File: src/rtl/adc_stream_packer.sv
// adc_stream_packer: drains a CDC FIFO of packed ADC sample pairs into
// fixed-length AXI4-Stream packets through a 4-entry output buffer.
module adc_stream_packer #(
  parameter int PacketLen = 256,
  parameter int BufDepth  = 4
) (
  input  logic        clk_sys_i,
  input  logic        rst_n_i,
  input  logic        enable_i,
  input  logic        fifo_empty_i,
  input  logic        fifo_full_i,
  input  logic [31:0] fifo_data_i,
  output logic        fifo_rd_en_o,
  output logic [31:0] m_axis_tdata_o,
  output logic        m_axis_tvalid_o,
  output logic        m_axis_tlast_o,
  input  logic        m_axis_tready_i,
  output logic        busy_o,
  output logic        overflow_o,
  output logic [31:0] pkt_count_o
);

  typedef enum logic [1:0] {IDLE, RUN, DRAIN} state_e;

  localparam logic [15:0] LastIdx = 16'(PacketLen - 1);
  localparam logic [2:0]  RdLimit = 3'(BufDepth - 1);

  state_e      state_q, state_d;
  logic [31:0] buf_q [4];
  logic [1:0]  wr_ptr_q, rd_ptr_q;
  logic [2:0]  occ_q;
  logic        inflight_q;
  logic        armed_q;
  logic [15:0] issue_q, beat_q;
  logic [31:0] pkt_q;
  logic        ovf_q;

  logic rd_en, start, push, pop, last_hs;

  assign push    = inflight_q;
  assign pop     = (occ_q != 3'd0) && m_axis_tready_i;
  assign last_hs = pop && (beat_q == LastIdx);

  // armed_q commits a capture to at least one packet, so a single-cycle
  // enable pulse still yields a full packet instead of an empty RUN.
  always_comb begin
    state_d = state_q;
    start   = 1'b0;
    rd_en   = 1'b0;
    unique case (state_q)
      IDLE: begin
        if (enable_i) begin
          state_d = RUN;
          start   = 1'b1;
        end
      end
      RUN: begin
        rd_en = !fifo_empty_i && ((occ_q + 3'(inflight_q)) <= RdLimit) &&
                (enable_i || (issue_q != 16'd0) || armed_q);
        if (!enable_i && (issue_q == 16'd0) && !armed_q) state_d = DRAIN;
      end
      DRAIN: begin
        if (!inflight_q && ((occ_q == 3'd0) || (last_hs && occ_q == 3'd1)))
          state_d = IDLE;
      end
      default: state_d = IDLE;
    endcase
  end

  always_ff @(posedge clk_sys_i or negedge rst_n_i) begin
    if (!rst_n_i) begin
      state_q    <= IDLE;
      wr_ptr_q   <= 2'd0;
      rd_ptr_q   <= 2'd0;
      occ_q      <= 3'd0;
      inflight_q <= 1'b0;
      armed_q    <= 1'b0;
      issue_q    <= 16'd0;
      beat_q     <= 16'd0;
      pkt_q      <= 32'd0;
      ovf_q      <= 1'b0;
    end else begin
      state_q    <= state_d;
      inflight_q <= rd_en;
      if (start) begin
        issue_q <= 16'd0;
        beat_q  <= 16'd0;
        pkt_q   <= 32'd0;
        ovf_q   <= 1'b0;
        armed_q <= 1'b1;
      end else begin
        if (rd_en) begin
          issue_q <= (issue_q == LastIdx) ? 16'd0 : issue_q + 16'd1;
          armed_q <= 1'b0;
        end
        if (pop) beat_q <= (beat_q == LastIdx) ? 16'd0 : beat_q + 16'd1;
        if (last_hs) pkt_q <= pkt_q + 32'd1;
        if (fifo_full_i && (state_q != IDLE)) ovf_q <= 1'b1;
      end
      if (push) wr_ptr_q <= wr_ptr_q + 2'd1;
      if (pop)  rd_ptr_q <= rd_ptr_q + 2'd1;
      occ_q <= occ_q + 3'(push) - 3'(pop);
    end
  end

  // A push always lands in a free slot, never under the head entry, so the
  // presented beat is stable while stalled.
  always_ff @(posedge clk_sys_i) begin
    if (push) buf_q[wr_ptr_q] <= fifo_data_i;
  end

  assign fifo_rd_en_o    = rd_en;
  assign m_axis_tvalid_o = (occ_q != 3'd0);
  assign m_axis_tdata_o  = m_axis_tvalid_o ? buf_q[rd_ptr_q] : 32'd0;
  assign m_axis_tlast_o  = m_axis_tvalid_o && (beat_q == LastIdx);
  assign busy_o          = (state_q != IDLE);
  assign overflow_o      = ovf_q;
  assign pkt_count_o     = pkt_q;

endmodule
File: config.mk
export PLATFORM = sky130hd
export DESIGN_NAME = adc_stream_packer
export DESIGN_NICKNAME = d
export VERILOG_FILES = /design/src/rtl/adc_stream_packer.sv
export SDC_FILE = /design/constraint.sdc
export NUM_CORES = 1
export LEC_CHECK = 0
export ABC_AREA = 1
export ABC_CLOCK_PERIOD_IN_PS = 1900
export CORE_MARGIN = 3
export CORE_UTILIZATION = 45
export DETAILED_ROUTE_END_ITERATION = 10
export DONT_BUFFER_PORTS = 1
export GPL_ROUTABILITY_DRIVEN = 0
export PLACE_DENSITY_LB_ADDON = 0.3
export SLEW_MARGIN = 15
export SYNTH_ARGS = -nofsm -noshare
export SYNTH_HDL_FRONTEND = slang
export SYNTH_SLANG_ARGS = --single-unit
File: constraint.sdc
create_clock -name clk_sys_i -period 1.9 [get_ports clk_sys_i]
set_input_delay 0.095 -clock clk_sys_i [delete_from_list [all_inputs] [get_ports clk_sys_i]]
set_output_delay 0.095 -clock clk_sys_i [all_outputs]
set_load 0.01 [all_outputs]
Yosys cells after proc, flatten, opt, wreduce, memory -nomap -nowiden
Memory sizes are Yosys's and may differ from the RTL's.
Index checks and enable logic that the tools add are counted.
{"block": "op_classes", "n_reduce_logical": 28, "mux": 22, "addsub": 7, "n_lt_le_gt_ge": 1, "eq_ne": 8}
{"cell": "$mux W16", "n": 6}
{"cell": "$mux W32", "n": 3}
{"cell": "$add A16 B1 Y16 const B", "n": 2}
{"cell": "$add A32 B1 Y32 const B", "n": 1}
{"cell": "$eq A16 B8 Y1 const B", "n": 2}
{"cell": "$logic_not A16 Y1", "n": 1}
{"cell": "$reduce_bool A16 Y1", "n": 1}
{"cell": "$logic_and A1 B1 Y1", "n": 10}
{"cell": "$reduce_bool A2 Y1", "n": 5}
{"cell": "$mux W1", "n": 9}
{"cell": "$mux W2", "n": 3}
{"cell": "$ne A2 B2 Y1 const B", "n": 3}
{"cell": "$pmux W2 S3", "n": 1}
{"cell": "$add A2 B1 Y2 const B", "n": 2}
{"cell": "$logic_not A1 Y1", "n": 4}
{"cell": "$add A3 B1 Y3", "n": 1}
{"cell": "$eq A3 B1 Y1 const B", "n": 1}
{"cell": "$le A3 B2 Y1 const B", "n": 1}
{"cell": "$logic_not A3 Y1", "n": 1}
{"cell": "$logic_or A1 B1 Y1", "n": 3}
{"cell": "$reduce_and A3 Y1", "n": 1}
{"cell": "$reduce_bool A3 Y1", "n": 1}
{"cell": "$sub A3 B1 Y3", "n": 1}
{"cell": "$eq A2 B1 Y1 const B", "n": 1}
{"cell": "other kinds (2)", "n": 2}
{"block": "totals", "ram_bits": 128, "n_memories": 1, "regBits": 76, "wordCells": 77, "out_inout_bits": 69, "in_bits": 38}
{"name": "buf_q", "words": 4, "word_bits": 32, "rd": 1, "rd_clocked_by_memory_dff": 0, "write_ports": 1, "line_no": "29", "text": "logic [31:0] buf_q [4];"}

Logic depth before layout (Yosys ltp)
Gate-level depths: netlist of run 1.
{"block": "logic_depth", "word_depth": 8, "ltp_mapped": 10, "depth_no_buf": 10}

Least setup slack after synthesis of run 1
Ideal clock, no wire load.
{"block": "synth_path", "kind": "register to register", "from": "register wr_ptr_q[0]", "to": "memory buf_q[2][0] (enable)", "stages_incl_launch_ff": 5, "t_arrival_ns": 1.298, "n_path_buf": 0, "setup_ns": 0.387, "t_required_ns": 1.513, "slack_ns": 0.215, "period_less_slack_ns": 1.685, "cell_sequence": "dfrtp_1 > inv_1 > ha_1 > nand2_1 > inv_1"}
{"item": "start, declared", "line_no": "30", "text": "logic [1:0] wr_ptr_q, rd_ptr_q;"}
{"item": "start signal, assigned", "line_no": "100", "text": "if (push) wr_ptr_q <= wr_ptr_q + 2'd1;"}
{"item": "end, declared", "line_no": "29"}
Straight into the memory's write port.

Worst setup path after layout of run 1
{"block": "layout_path", "from": "register occ_q[0]", "to": "output fifo_rd_en_o"}
{"block": "layout_via", "elab_chain_len": 5}
{"item": "start, declared", "line_no": "31", "text": "logic [2:0] occ_q;"}
{"item": "start signal, assigned", "line_no": "102", "text": "occ_q <= occ_q + 3'(push) - 3'(pop);"}
{"item": "$add A3 B1 Y3", "line_no": "58", "text": "rd_en = !fifo_empty_i && ((occ_q + 3'(inflight_q)) <= RdLimit) &&"}
{"item": "$le A3 B2 Y1", "line_no": "58"}
{"item": "$logic_and A1 B1 Y1 (2 in a row)", "line_no": "58"}
{"item": "$mux W1", "line_no": "50", "text": "unique case (state_q)"}
{"item": "end, declared", "line_no": "13", "text": "output logic fifo_rd_en_o,"}
No other way between the ends.

==> results of run 1 <==
## worst max-delay path by stage
stage	end	slack [ns]	from
final	fifo_rd_en_o	-0.01	occ_q[0]$_DFF_PN0_
after global routing	fifo_rd_en_o	-0.1	occ_q[0]$_DFF_PN0_
after CTS	m_axis_tdata_o[15]	-0.06	rd_ptr_q[0]$_DFFE_PN0P_
after detailed placement	issue_q[14]$_DFFE_PN0P_	0.11	occ_q[0]$_DFF_PN0_
after global placement	issue_q[13]$_DFFE_PN0P_	0.19	occ_q[0]$_DFF_PN0_
after floorplan	buf_q[2][0]$_DFFE_PP_	0.21	wr_ptr_q[0]$_DFFE_PN0P_
## registers in the layout (all words and copies together), names as in the netlist, 2 cells and up
register,flops
occ_q,3
beat_q,16
issue_q,16
buf_q,128
state_q,2
pkt_count_o,32
rd_ptr_q,2
wr_ptr_q,2
## repair_timing
item | in CTS | in global routing
setup endpoints to repair | 15 | 38
resized for setup | 17 | 33
hold buffers | 38 | 0
hold endpoints to repair | 215 | 0
gates cloned | 0 | 7
pin swaps | 4 | 9
buffers inserted | 5 | 10
## critical path: stages (launching register included)
cell	delay (ns)
dfrtp_1	0.40
ha_2	0.18
ha_2	0.17
xor2_1	0.17
nor2_1	0.12
nand3_2	0.10
inv_2	0.08
buf_6	0.10
## cell type report
type,instances,share of cell area [%]
inverters,72,2.31
clock buffers,29,5.09
flip-flops and latches,204,48.1
diodes,1,0.0209
multi-input cells,794,31.3
repair buffers,101,9.18
clock inverters,11,1.10
well taps,275,2.88
## layer usage
metal	global-route usage (%)	vias to the layer above	part of all wire, %
met4	4.46	0	1.9
met3	3.63	41	7.5
li1	-	3859	-
met5	0	-	0
met2	32.5	251	48
met1	26.5	3658	43
## power groups by stage
stage          sequential (mW)  clock (mW)  combinational [mW]
2_1_floorplan             5.29           0                2.78
3_3_place_gp              5.32           0                3.98
3_5_place_dp              5.33           0                4.05
4_1_cts                   5.24        4.47                4.34
5_1_grt                   5.29        4.65                5.63
6_report                  5.26        4.36                5.12
## stage by stage
step	instance area [sq um]	utilization [%]	setup TNS [ns]	power (mW)	cells
global route	12000	56.1	-0.996	15.6	1487
global placement	10400	48.9	0	9.30	1386
CTS	11600	54.6	-0.223	14.0	1469
floorplan	9860	-	0	8.07	1111
finish	12000	56.1	-0.0132	14.7	1487
detailed placement	10400	48.9	0	9.38	1386
## logic make-up after synthesis
group / count (synthesis)
compound gates: 137
xor+xnor: 15
fa+ha+maj: 12
buf+inv: 113
flops: 204
simple gates: 630
## cells in the final DEF, fill, tap and decap left out, types with 3 or more instances in the layout
| master | instances |
|---|---|
| nand2_1 | 253 |
| o21bai_1 | 7 |
| inv_1 | 68 |
| edfxtp_1 | 128 |
| dlygate4sd3_1 | 37 |
| a21oi_2 | 22 |
| o22ai_1 | 4 |
| o21ai_0 | 70 |
| ha_2 | 3 |
| dfrtp_1 | 75 |
| clkbuf_1 | 5 |
| nand2_2 | 9 |
| nor3_1 | 4 |
| o21ai_1 | 11 |
| buf_6 | 3 |
| nand3_1 | 73 |
| a21oi_1 | 17 |
| bufinv_16 | 3 |
| buf_12 | 11 |
| ha_1 | 9 |
| nor2_1 | 246 |
| xor2_1 | 15 |
| nor2_2 | 4 |
| o21ai_2 | 5 |
| clkinv_1 | 4 |
| clkbuf_16 | 27 |
| buf_4 | 44 |
| nand4_1 | 29 |
==> out/metrics.cfg, run 1 <==
[clocking]
cts_buffers=22
tritoncts=yes
cts_max_path_buffers=3
root_buffer=clkbuf_16
cts.sinks=204
clk_pin_slew_ns=0.06
cts.htree.levels=1
clk_latency_ns=0.50

[floorplanning]
io_pins=107
die_area_sq_um=23700
initial_utilization_pct=46.3
fp.dieH_microns=154
rows=53
die_width_microns=154
coreArea_sq_um=21300

[grt]
grt_pass1_vias=7588
antenna_found_initial=1
grt-ovfl-total=0
grt_pass1_wl_microns=38500
grtUsageTotal_pct=19.4
grt_max_degree=77

[power_and_ir_drop]
vdd_drop_max_v=0.000657
p_int_mw=9.69
powerDensity_nw_per_um2=1230
p_seq_share_pct=35.7
p_leak_nw=4.78
combPwrFrac_pct=34.7
power_frac_clock_pct=29.6
switching_share_pct=34.2
p_switching_mw=5.05

[timing]
max_clock_freq_ghz=0.523
setup_viol=1
skew_ns=0.00726
fin_crit_ns=1.91
hold_viol_final=0
post-route-period-util_pct=101
slew_viol_final=0
timing.final.ws_setup_ns=-0.0132
worst_slew_pin_slew_ns=0.468
rsz0062_at_grt=true
relSlewSlack_pct=68.6
whs_ns=0.136

[route]
drt.antenna.violating_nets=0
drc=0
wirelength_microns=24700
wl_per_cell_microns=16.6
vias=7809
via_per_inst=5.25
dr.pass1.iters=6
dr.first_iter.drc_count=563

[synth]
ys.flop_type=edfxtp_1
synthTopCellsByArea=edfxtp_1, dfrtp_1, nand2_1
synth_edf_count=128
synthesis.area_per_instance_sq_um=8.87
synthXorXnorAreaFrac_pct=1.33
synth_mux_area_share_pct=0
yosysTopAreaCellShare_pct=39.0
synth-simple-area-share_pct=26.5
synthAdderAreaFrac_pct=1.52
syn-cell-area_sq_um=9860
synth-seq-cells=204
syn_inst=1111
synth_compound_area_share_pct=7.39
synth_top_family_by_area=simple AND/OR/NAND/NOR gates
synthTopCellsByCount=nand2_1, nor2_1, edfxtp_1
synth_cell_types=33
synth.net_count=1161
yosysTopAreaCell=edfxtp_1
async_reset_ff_share_pct=37.3
seq_area_frac_synth_pct=58.3
ys.warnings.count=0
yosysMostFrequentCell=nand2_1

[status]
status=complete, but fails checks
violations=negative setup slack

[final_layout]
layout-drive-gt1-share_pct=12.7
nets=1245
multiInputGateArea_sq_um=3740
regArea_sq_um=5750
syn2layout_area_growth_pct=21.2
nFillCells=1848

[critical_path]
reg2reg_slack_ns=0.13
reg2reg_depth=9
cp_max_fo=3
worstPathRequired_ns=1.80
worstSetupStartpointType=flop
arrival_ns=1.82
critPathKind=reg -> out
reg2reg_to=issue_q[11]$_DFFE_PN0P_
r2r-start=occ_q[0]$_DFF_PN0_
endpoint_kind=output pin

[place]
hpwl_microns=14400
port_buffers=0
dp_worst_setup_slack_ns=0.108

[run]
cap_violations=0

[hold_path]
min_path_type=in -> async

Note: power is estimated with default switching activity, not from simulation.
==> run 2, diff against run 1 <==
--- a/config.mk
+++ b/config.mk
@@ -6,7 +6,7 @@
 export NUM_CORES = 1
 export LEC_CHECK = 0
 export ABC_AREA = 1
-export ABC_CLOCK_PERIOD_IN_PS = 1900
+export ABC_CLOCK_PERIOD_IN_PS = 1550
 export CORE_MARGIN = 3
 export CORE_UTILIZATION = 45
 export DETAILED_ROUTE_END_ITERATION = 10
==> constraint.sdc (replaced) <==
create_clock -name clk_sys_i -period 1.55 [get_ports clk_sys_i]
set_input_delay 0.0775 -clock clk_sys_i [delete_from_list [all_inputs] [get_ports clk_sys_i]]
set_output_delay 0.0775 -clock clk_sys_i [all_outputs]
set_load 0.01 [all_outputs]
==> out/metrics.cfg, run 2 (synthesized netlist as in run 1, its figures left out) <==
[grt]
use_met1_pct=27.0  ; was 26.5%
met3_usage_pct=3.88  ; was 3.63%
grt_pass1_vias=8002  ; was 7588
antenna_found_initial=0  ; was 1
grt_max_degree=77  ; unchanged
grt_pass1_wl_microns=40800  ; was 38500 microns
grt-ovfl-total=0  ; unchanged
grt.busiest_layer=met2  ; unchanged
gr-usage-met2_pct=36.5  ; was 32.5%
grtUsageTotal_pct=20.8  ; was 19.4%

[timing]
worst_slew_pin_slew_ns=0.405  ; was 0.468 ns
fin_crit_ns=1.91
rsz0062_at_grt=true  ; unchanged
hold_viol_final=76  ; was 0
skew_ns=0.0165  ; was 0.00726 ns
max_clock_freq_ghz=0.525
slew_viol_final=0  ; unchanged
post-route-period-util_pct=123
timing.final.ws_setup_ns=-0.356  ; was -0.0132 ns
relSlewSlack_pct=72.7  ; was 68.6%
tns_ns=-16.33  ; was -0.0132 ns
whs_ns=-0.741  ; was 0.136 ns
setup_viol=99  ; was 1

[route]
vias=8273  ; was 7809
wirelength_microns=26300  ; was 24700 microns
wl_per_cell_microns=16.8  ; was 16.6 microns
drc=0  ; unchanged
dr.pass1.iters=5  ; was 6
drt.antenna.violating_nets=0  ; unchanged
dr.first_iter.drc_count=521  ; was 563
via_per_inst=5.28  ; was 5.25

[final_layout]
finalInstanceArea_sq_um=13200  ; was 12000 sq um
nets=1326  ; was 1245
most-common-layout-cells=nand2_1, nor2_1, edfxtp_1, buf_4, dfrtp_1  ; was nand2_1, nor2_1, edfxtp_1, dfrtp_1, nand3_1
syn2layout_area_growth_pct=33.6  ; was 21.2%
layout-drive-gt1-share_pct=21.9  ; was 12.7%
regMostFlops=buf_q  ; unchanged
diodes=0  ; was 1
mostFrequentLayoutCell=nand2_1  ; unchanged
largest_register_ffs=128  ; unchanged

[clocking]
tritoncts=yes  ; unchanged
cts_max_path_buffers=3  ; unchanged
cts_buffers=23  ; was 22
root_buffer=clkbuf_16  ; unchanged
cts.sinks=204  ; unchanged
clk_latency_ns=0.51  ; was 0.50 ns
cts.htree.levels=1  ; unchanged
postCtsHoldBufs=35  ; was 38
clk_pin_slew_ns=0.06  ; about the same

[critical_path]
critPathKind=reg -> out  ; unchanged
worstSetupStartpointType=flop  ; unchanged
endpoint_kind=output pin  ; unchanged
arrival_ns=1.83  ; was 1.82 ns
worstPathRequired_ns=1.47  ; was 1.80 ns
cp_max_fo=17  ; was 3

[power_and_ir_drop]
vdd_drop_max_v=0.000771  ; was 0.000657 V
powerDensity_nw_per_um2=1510  ; was 1230 nW/um^2
p_leak_nw=5.29  ; was 4.78 nW

[place]
hpwl_microns=15900  ; was 14400 microns
dp_worst_setup_slack_ns=-0.109  ; was 0.108 ns
port_buffers=0  ; unchanged
post_dp_cell_area_sq_um=11100  ; was 10400 sq um

[status]
status=complete, but fails checks  ; unchanged
violations=negative hold slack, negative setup slack  ; was negative setup slack

[run]
cap_violations=0  ; unchanged

[hold_path]
min_path_type=in -> async  ; unchanged

[floorplanning]
die_width_microns=154  ; unchanged
io_pins=107  ; unchanged
coreArea_sq_um=21300  ; unchanged
die_area_sq_um=23700  ; unchanged
fp.dieH_microns=154  ; unchanged
rows=53  ; unchanged
initial_utilization_pct=46.3  ; unchanged

run 2: cell count changes in the layout (fill, tap and decap cells not counted), sizes merged:
cell         change
inv              -2
clkinvlp         +4
clkbuf           -3
bufinv           +2
nand2            +1
clkinv           +1
dlygate4sd3      -2
diode            -1
buf             +81
run 2: final cells by class:
class,instances,area [sq um]
Clock buffer,26,587
Clock inverter,16,223
Fill cell,1703,8120
Inverter,72,294
Multi-Input combinational cell,795,4130
Sequential cell,204,5750
Tap cell,275,344
Timing Repair Buffer,180,1840
run 2: where the power goes:
group / internal, mW / switching [mW] / leakage [nW]
Clock: 3.58 / 2.22 / 0.392
Combinational: 3.21 / 4.43 / 2.72
Sequential: 6.22 / 0.249 / 2.18
run 2: worst paths after layout:
kind	startpoint	to	slack, ns	depth (start not counted)
max	occ_q[0]$_DFF_PN0_	m_axis_tdata_o[18]	-0.36	8
min	rst_n_i	pkt_count_o[11]$_DFFE_PN0P_	-0.74	0
max reg2reg	inflight_q$_DFF_PN0_	issue_q[15]$_DFFE_PN0P_	-0.15	9
min reg2reg	wr_ptr_q[0]$_DFFE_PN0P_	wr_ptr_q[0]$_DFFE_PN0P_	0.53	1
max in group asynchronous	rst_n_i	wr_ptr_q[0]$_DFFE_PN0P_	2.13	0
min in group clk_sys_i	enable_i	beat_q[0]$_DFFE_PN0P_	0.01	3
run 2: repair_timing:
| item | CTS | global route |
|---|---|---|
| endpoints found under the hold margin | 210 | 76 |
| cloned | 5 | 5 |
| gates resized for setup | 78 | 60 |
| setup endpoints to repair | 62 | 104 |
| pin swaps | 12 | 16 |
| buffers inserted | 16 | 10 |
run 2: layer usage:
metal  vias to the layer above  part of all wire [%]
met4                         0                   1.6
met2                       263                    51
met3                        38                   6.3
li1                       4028                     -
met1                      3944                    42
met5                         -                     0
run 2: stage by stage:
stage	util [%]	total power, mW	instances
final	61.9	19.9	1568
after global routing	61.9	20.9	1568
after CTS	60.2	19.3	1553
after detailed placement	52.0	12.0	1460
after global placement	52.0	11.8	1460
after floorplan	-	9.93	1111
run 2: critical path: stages, from the launching register on:
cell        delay [ns]
dfrtp_1           0.40
buf_6             0.12
nor2_2            0.09
nand2_2           0.06
buf_6             0.13
clkinvlp_4        0.10
buf_12            0.20
a21oi_1           0.07
buf_4             0.15
==> run 3, diff against run 2 <==
--- a/config.mk
+++ b/config.mk
@@ -12,7 +12,7 @@
 export DETAILED_ROUTE_END_ITERATION = 10
 export DONT_BUFFER_PORTS = 1
 export GPL_ROUTABILITY_DRIVEN = 0
-export PLACE_DENSITY_LB_ADDON = 0.3
+export PLACE_DENSITY_LB_ADDON = 0.05
 export SLEW_MARGIN = 15
 export SYNTH_ARGS = -nofsm -noshare
 export SYNTH_HDL_FRONTEND = slang
==> out/metrics.cfg, run 3 (synthesized netlist as in run 1, its figures left out) <==
[final_layout]
fin_util_pct=64.4  ; was 61.9%
diodes=0  ; unchanged
most-common-layout-cells=nor2_1, nand2_1, edfxtp_1, buf_4, dfrtp_1  ; was nand2_1, nor2_1, edfxtp_1, buf_4, dfrtp_1
syn2layout_area_growth_pct=39.0  ; was 33.6%
final_cells=1602  ; was 1568
mostFrequentLayoutCell=nor2_1  ; was nand2_1
regMostFlops=buf_q  ; unchanged
largest_register_ffs=128  ; unchanged
layout-drive-gt1-share_pct=26.4  ; was 21.9%
nets=1360  ; was 1326

[status]
status=complete, but fails checks  ; unchanged
violations=negative hold slack, negative setup slack  ; unchanged

[floorplanning]
die_area_sq_um=23700  ; unchanged
io_pins=107  ; unchanged
coreArea_sq_um=21300  ; unchanged
die_width_microns=154  ; unchanged
rows=53  ; unchanged
initial_utilization_pct=46.3  ; unchanged
fp.dieH_microns=154  ; unchanged

[critical_path]
slowest_delay_ns=0.37  ; was 0.40 ns
cp_max_fo=8  ; was 17
endpoint_kind=output pin  ; unchanged
worst_path_most_repeated_cell=buf_6  ; unchanged
worstSetupStartpointType=flop  ; unchanged
r2r-start=occ_q[0]$_DFF_PN0_  ; was inflight_q$_DFF_PN0_
cp_slowest_cell=dfrtp_1  ; unchanged
crit_start=occ_q[0]$_DFF_PN0_  ; unchanged
arrival_ns=1.90  ; was 1.83 ns
crit_path_cell_trace=buf_6 > nor2_4 > nand2_2 > buf_6 > clkinvlp_4 > buf_12 > buf_16 > a21oi_4 > buf_6  ; was buf_6 > nor2_2 > nand2_2 > buf_6 > clkinvlp_4 > buf_12 > a21oi_1 > buf_4
worstPathRequired_ns=1.47  ; about the same
critPathKind=reg -> out  ; unchanged

[run]
cap_violations=0  ; unchanged

[power_and_ir_drop]
vdd_drop_max_v=0.000933  ; was 0.000771 V
powerDensity_nw_per_um2=1490  ; was 1510 nW/um^2
p_leak_nw=5.53  ; was 5.29 nW
power.total_mw=20.4  ; was 19.9 mW

[grt]
grt_pass1_wl_microns=43100  ; was 40800 microns
grt_max_degree=77  ; unchanged
antenna_found_initial=0  ; unchanged
grt_pass1_vias=8433  ; was 8002
grt-ovfl-total=0  ; unchanged
grtUsageTotal_pct=22.2  ; was 20.8%

[timing]
slew_viol_final=0  ; unchanged
whs_ns=-0.753  ; was -0.741 ns
tns_ns=-27.22  ; was -16.33 ns
hold_viol_final=76  ; unchanged
rsz0062_at_grt=true  ; unchanged
relSlewSlack_pct=73.1  ; was 72.7%
worst_slew_pin_slew_ns=0.399  ; was 0.405 ns
post-route-period-util_pct=127  ; was 123%
max_clock_freq_ghz=0.507  ; was 0.525 GHz
fin_crit_ns=1.97  ; was 1.91 ns
setup_viol=103  ; was 99
timing.final.ws_setup_ns=-0.424  ; was -0.356 ns
skew_ns=0.0149  ; was 0.0165 ns

[clocking]
cts.htree.levels=1  ; unchanged
cts_max_path_buffers=3  ; unchanged
tritoncts=yes  ; unchanged
cts.sinks=204  ; unchanged
clk_pin_slew_ns=0.06  ; about the same
root_buffer=clkbuf_16  ; unchanged
cts_buffers=23  ; unchanged
clk_latency_ns=0.53  ; was 0.51 ns
postCtsHoldBufs=36  ; was 35

[place]
port_buffers=0  ; unchanged
hpwl_microns=16200  ; was 15900 microns
dp_cells=1481  ; was 1460

[route]
vias=8268  ; was 8273
wl_per_cell_microns=16.6  ; was 16.8 microns
drt.antenna.violating_nets=0  ; unchanged
wirelength_microns=26600  ; was 26300 microns
via_per_inst=5.16  ; was 5.28
dr.first_iter.drc_count=410  ; was 521
drc=0  ; unchanged
dr.pass1.iters=5  ; unchanged

[hold_path]
min_path_type=in -> async  ; unchanged

[run 3: worst paths after layout]
path,end,slack [ns],cells past startpoint
worst max-delay path,m_axis_tdata_o[13],-0.42,9
worst min-delay path,occ_q[2]$_DFF_PN0_,-0.75,0
worst max register to register,pkt_count_o[11]$_DFFE_PN0P_,-0.36,14
worst min register to register,wr_ptr_q[0]$_DFFE_PN0P_,0.54,1
max in group asynchronous,pkt_count_o[20]$_DFFE_PN0P_,2.18,0
min in group clk_sys_i,buf_q[1][20]$_DFFE_PP_,0.26,1
[run 3: per-stage QoR]
step	setup slack [ns]	instance area, sq um
floorplan	-0.0133	9910
global placement	-0.0206	11300
detailed placement	-0.0514	11300
CTS	-0.487	13400
global route	-0.524	13700
finish	-0.424	13700
[run 3: cell type report]
class	count	area, sq um
Sequential cell	204	5750
Inverter	72	294
Clock buffer	32	639
Clock inverter	10	141
Timing Repair Buffer	214	2230
Fill cell	1715	7590
Multi-Input combinational cell	795	4300
Tap cell	275	344
[run 3: layer usage]
layer | track usage (%) | routed length, microns
met2 | 40.0 | 13500
met4 | 6.39 | 674
met3 | 3.94 | 1360
met5 | 0 | 0
met1 | 27.5 | 11100
[run 3: power by group]
group | total [mW] | internal, mW | switching [mW]
combinational | 8.31 | 3.69 | 4.61
clock | 5.59 | 3.40 | 2.19
sequential | 6.48 | 6.22 | 0.258
total | 20.4 | 13.3 | 7.06
[run 3: critical path: cells and delay by family, from the launching register on]
family / cells / cell delay [ns]
and+or+nand+nor: 2 / 0.10
DFF: 1 / 0.37
AOI/OAI and AO/OA: 1 / 0.13
buffers and inverters: 6 / 0.78
[run 3: what timing repair did]
action / in CTS / in global routing
gates resized for setup: 150 / 70
hold endpoints to repair: 213 / 76
setup endpoints to repair: 78 / 130
setup buffers: 28 / 16
gates cloned: 10 / 4
pin swaps: 23 / 32
